--- config.mk ---
export PLATFORM = sky130hd
export DESIGN_NAME = input_router_xy_vc
export DESIGN_NICKNAME = d
export VERILOG_FILES = /design/src/rtl/input_router_xy_vc.sv
export SDC_FILE = /design/constraint.sdc
export NUM_CORES = 1
export LEC_CHECK = 0
export ABC_AREA = 1
export CORE_MARGIN = 5
export CORE_UTILIZATION = 40
export DETAILED_ROUTE_END_ITERATION = 7
export GPL_TIMING_DRIVEN = 1
export PLACE_DENSITY = 0.81
export SLEW_MARGIN = 40
export SYNTH_ARGS = -nofsm -noshare
export SYNTH_HDL_FRONTEND = slang
export SYNTH_SLANG_ARGS = --single-unit
--- constraint.sdc ---
create_clock -name clk -period 3.7 [get_ports clk]
set_input_delay 0.37 -clock clk [delete_from_list [all_inputs] [get_ports clk]]
set_output_delay 0.37 -clock clk [all_outputs]
set_load 0.03 [all_outputs]
--- src/rtl/input_router_xy_vc.sv ---
// XY dimension-order input router with a per-VC route table; one registered output stage with valid/ready handshake.
// Optional ROUTE_STATS_EN builds per-port head counters on stats_o; without it stats_o is tied to zero.
module input_router_xy_vc #(
  parameter  int NUM_VC     = 4,
  parameter  int X_W        = 2,
  parameter  int Y_W        = 2,
  parameter  int ROUTER_X   = 0,
  parameter  int ROUTER_Y   = 0,
  parameter  int FLIT_WIDTH = 37,
  localparam int VC_W       = $clog2(NUM_VC)
) (
  input  logic                  clk,
  input  logic                  arst,
  input  logic                  flit_valid_i,
  output logic                  flit_ready_o,
  input  logic [FLIT_WIDTH-1:0] flit_i,
  output logic                  route_valid_o,
  input  logic                  route_ready_i,
  output logic [4:0]            router_port_o,
  output logic [VC_W-1:0]       route_vc_o,
  output logic [FLIT_WIDTH-1:0] route_flit_o,
  output logic [1:0]            err_o,
  output logic [79:0]           stats_o
);

  localparam logic [1:0] T_HEAD   = 2'b01;
  localparam logic [1:0] T_TAIL   = 2'b10;
  localparam logic [1:0] T_SINGLE = 2'b11;

  localparam logic [4:0] P_N = 5'b00001;
  localparam logic [4:0] P_S = 5'b00010;
  localparam logic [4:0] P_W = 5'b00100;
  localparam logic [4:0] P_E = 5'b01000;
  localparam logic [4:0] P_L = 5'b10000;

  localparam logic [X_W-1:0] RX = X_W'(ROUTER_X);
  localparam logic [Y_W-1:0] RY = Y_W'(ROUTER_Y);

  logic [1:0]      ftype;
  logic [VC_W-1:0] fvc;
  logic [X_W-1:0]  dx;
  logic [Y_W-1:0]  dy;
  logic            is_head;
  logic            accept;
  logic [4:0]      xy_port;
  logic [4:0]      sel_port;

  logic [NUM_VC-1:0] tbl_open;
  logic [4:0]        tbl_port [NUM_VC];

  assign ftype   = flit_i[1:0];
  assign fvc     = flit_i[2 +: VC_W];
  assign dx      = flit_i[2+VC_W +: X_W];
  assign dy      = flit_i[2+VC_W+X_W +: Y_W];
  assign is_head = (ftype == T_HEAD) || (ftype == T_SINGLE);

  // Ready depends only on the output register, never on flit_valid_i.
  assign flit_ready_o = !route_valid_o || route_ready_i;
  assign accept       = flit_valid_i && flit_ready_o;

  always_comb begin
    if (dx > RX)      xy_port = P_E;
    else if (dx < RX) xy_port = P_W;
    else if (dy > RY) xy_port = P_S;
    else if (dy < RY) xy_port = P_N;
    else              xy_port = P_L;
  end

  always_comb begin
    sel_port = '0;
    if (is_head)             sel_port = xy_port;
    else if (tbl_open[fvc])  sel_port = tbl_port[fvc];
  end

  always_ff @(posedge clk) begin
    if (arst) begin
      route_valid_o <= 1'b0;
      router_port_o <= '0;
      route_vc_o    <= '0;
      route_flit_o  <= '0;
      err_o         <= '0;
      tbl_open      <= '0;
      for (int i = 0; i < NUM_VC; i++) tbl_port[i] <= '0;
    end else begin
      if (accept) begin
        route_valid_o <= 1'b1;
        router_port_o <= sel_port;
        route_vc_o    <= fvc;
        route_flit_o  <= flit_i;
        case (ftype)
          T_HEAD: begin
            if (tbl_open[fvc]) err_o[1] <= 1'b1;
            tbl_open[fvc] <= 1'b1;
            tbl_port[fvc] <= xy_port;
          end
          T_SINGLE: begin
            if (tbl_open[fvc]) err_o[1] <= 1'b1;
            tbl_open[fvc] <= 1'b0;
          end
          T_TAIL: begin
            if (!tbl_open[fvc]) err_o[0] <= 1'b1;
            tbl_open[fvc] <= 1'b0;
          end
          default: begin
            if (!tbl_open[fvc]) err_o[0] <= 1'b1;
          end
        endcase
      end else if (route_ready_i) begin
        route_valid_o <= 1'b0;
      end
    end
  end

`ifdef ROUTE_STATS_EN
  logic [15:0] cnt [5];

  // Saturating so a long-running port never wraps back to a small count.
  always_ff @(posedge clk) begin
    if (arst) begin
      for (int p = 0; p < 5; p++) cnt[p] <= '0;
    end else if (accept && is_head) begin
      for (int p = 0; p < 5; p++)
        if (xy_port[p] && cnt[p] != 16'hFFFF) cnt[p] <= cnt[p] + 16'd1;
    end
  end

  assign stats_o = {cnt[4], cnt[3], cnt[2], cnt[1], cnt[0]};
`else
  assign stats_o = '0;
`endif

endmodule

==> impl_metrics.toml <==
[global_routing]
first_pass_grt_wire_length_microns = 10850
overall_overflow_remaining_after_global_route = 0
maximum_number_of_pins_on_one_net_before_global_route_repair = 40
number_of_global_route_vias_before_repair = 2273
globalRouteTotalUtil_pct = 14.35
initial_antenna_violation_count = 0

[synthesis]
yosys_warnings = 0
postSynthCellCount = 378
synth_top_area_share_pct = 30.98
synth.avg_cell_area_sq_um = 8.033
synth.yosys.seq_area_share_pct = 42.85
syn_area_sq_um = 3037
ys_seq_elements = 59
yosysUniqueCellTypes = 26
synth.largest_area_cell = "sky130_fd_sc_hd__dfxtp_1"
yosys-top-cells-area = "sky130_fd_sc_hd__dfxtp_1, sky130_fd_sc_hd__buf_4, sky130_fd_sc_hd__edfxtp_1"

[final_layout]
design_area_sq_um = 3841
nets = 501
filler_cell_count_in_the_final_layout = 699
finalCoreUtilization_pct = 52.40
drive_above_1_share_pct = 8.172
finalNonFillerCells = 564
layout_commonest_cell = "sky130_fd_sc_hd__clkdlybuf4s50_1"
mostFrequentLayoutCells = "sky130_fd_sc_hd__clkdlybuf4s50_1, sky130_fd_sc_hd__conb_1, sky130_fd_sc_hd__nor2_1"
num_antenna_cells = 0
area_delta_synth_final_pct = 26.49

[detailed_routing]
via_count = 2385
wl_per_cell_microns = 12.52
drt_first_iter_violations = 119
post_drt_via_cell_ratio = 4.229
dr_pass1_iterations = 4
ant_nets = 0
routed_wirelength_microns = 7063
post-route-drc-count = 0

[cts]
clock_insertion_delay_worst_skew_ns = 0.33
ctsHtreeMaxLevel = 3
cts_root_buffer = "sky130_fd_sc_hd__clkbuf_8"
number_of_cts_inserted_buffers = 9
post_cts_resized = 0
cts_post_setup_buffers_inserted = 0
clock_sink_count = 59
post_cts_hold_buffer_count = 0
cts_tree = "yes"
clk_transition_reported_paths_ns = 0.07
cts-root-to-sink-buffers = 2

[hold_path]
hold_path_class = "reg2reg"

[placed_design]
placed_cells = 548
dp.final_hpwl_microns = 5504
post_place_setup_slack_ns = 1.406
final_weighted_congestion_of_routability_driven_global_placement = 0.9312
post_dp_cell_area_sq_um = 3623
port_buffers = 86

[pwr]
cellInternalPower_mw = 1.176
power_dens_cells_nw_per_um2 = 454.9
share_comb_of_total_power_pct = 23.1
total_power_mw = 1.747
power.ir.vdd_worst_v = 0.0002994
cellLeakagePower_nw = 1.716
part_of_the_power_in_the_clock_network_pct = 36.1
switching_power_mw = 0.5717
power.share.sequential_pct = 40.8
switching_part_of_the_total_power_pct = 32.72

[worst_setup_path]
critical_path_peak_fanout = 4
critical_path.most_common_cell = "sky130_fd_sc_hd__clkdlybuf4s50_1"
criticalPathCategory = "in2out"
start_kind = "input port"
timing.critical_path.slowest_stage_cell = "sky130_fd_sc_hd__clkdlybuf4s50_1"
worst_path_largest_cell_delay_ns = 0.69
endpoint_kind = "primary output"
cp_data_arrival_time_ns = 1.69
cp_data_required_time_ns = 3.33
chain_of_cells_forming_the_critical_path = "clkdlybuf4s50_1 > inv_2 > nand2_2 > clkdlybuf4s50_1"

[die]
num_rows = 31
core_area_sq_um = 7331
io-pin-count = 169
die_footprint_sq_um = 9434
die_height_microns = 97.13
start_util_pct = 41.42
die_width_microns = 97.13

[timing]
report.final.hold_viol_count = 0
setup_tns_ns = 0
post-route-min-period_ns = 2.065
final_setup_violation_count = 0
period_share_pct = 55.80
fmax_mhz = 484.3
hold-worst-slack_ns = 0.4534
fin_worst_skew_ns = 0.01154
actual_slew_at_the_worst_max_slew_pin_ns = 0.6854
setup_repair_after_global_routing_missed_its_margin = "false"
worst_slew_margin_relative_to_its_limit_pct = 54.14
slew_viol_final = 0
post-route-worst-setup-slack_ns = 1.635

[flow_run]
drv.max_cap_violation_count = 0

[outcome]
status = "finished, final reports clean"
==> routing by layer <==
metal  global-route usage, %  part of all wire, %  up-vias
met1                   14.54                   35     1059
met4                   6.048                  1.8        0
met3                   6.461                   12       11
met2                   25.42                   51      123
li1                        -                    -     1192
met5                       0                    0        -
==> flip-flops by register name, summed over array words and instances, names as in the netlist, named ones only <==
register	cells
err_o	2
route_vc_o	1
route_valid_o	1
router_port_o	3
route_flit_o	36
tbl_port	12
==> power by group through the flow <==
stage / Combinational (mW) / Clock, mW / Sequential, mW
6_report: 0.404 / 0.631 / 0.712
5_1_grt: 0.430 / 0.682 / 0.717
4_1_cts: 0.404 / 0.650 / 0.713
3_5_place_dp: 0.403 / 0 / 0.728
3_3_place_gp: 0.398 / 0 / 0.726
2_1_floorplan: 0.274 / 0 / 0.791
==> area by class of cell <==
class                      count  area, sq um  area share [%]
sequential                    59         1301           33.88
multi-input combinational    291         1275           33.19
timing repair buffer          89        883.3           23.00
clock buffer                  10        148.9           3.876
tap                           99        123.9           3.225
clock inverter                 6        68.82           1.792
inverter                      10        40.04           1.042
==> synth_stat cells, drive strengths merged <==
| library cell | count |
|---|---|
| clkinv | 2 |
| conb | 1 |
| nand2 | 63 |
| clkbuf | 3 |
| o21ai | 36 |
| buf | 96 |
| nand3 | 9 |
| inv | 8 |
| nor2 | 85 |
| dfxtp | 47 |
| o21a | 3 |
| a21oi | 12 |
| edfxtp | 12 |
| o211ai | 1 |
==> cell families after synthesis <==
kind of cell | Yosys count | share of synthesized area (%)
AND/OR/NAND/NOR | 157 | 22.58
buffers and inverters | 109 | 25.18
flip-flops | 59 | 42.85
AO/OA/AOI/OAI | 52 | 9.271
other | 1 | 0.1235
==> worst max-delay path, delay by kind of cell <==
| kind | cells | cell delay [ns] |
|---|---|---|
| buffers and inverters | 3 | 1.22 |
| AND/OR/NAND/NOR | 1 | 0.11 |
==> path summary, 6_finish.rpt <==
check / startpoint / to / slack (ns) / depth (start not counted)
worst max-delay path: route_ready_i / flit_ready_o / 1.64 / 4
worst min-delay path: err_o[1] / err_o[1] / 0.45 / 2
worst max register to register: route_valid_o / router_port_o[4] / 2.12 / 5
worst min register to register: err_o[1] / err_o[1] / 0.45 / 2
Note: power is estimated with default switching activity, not from simulation.
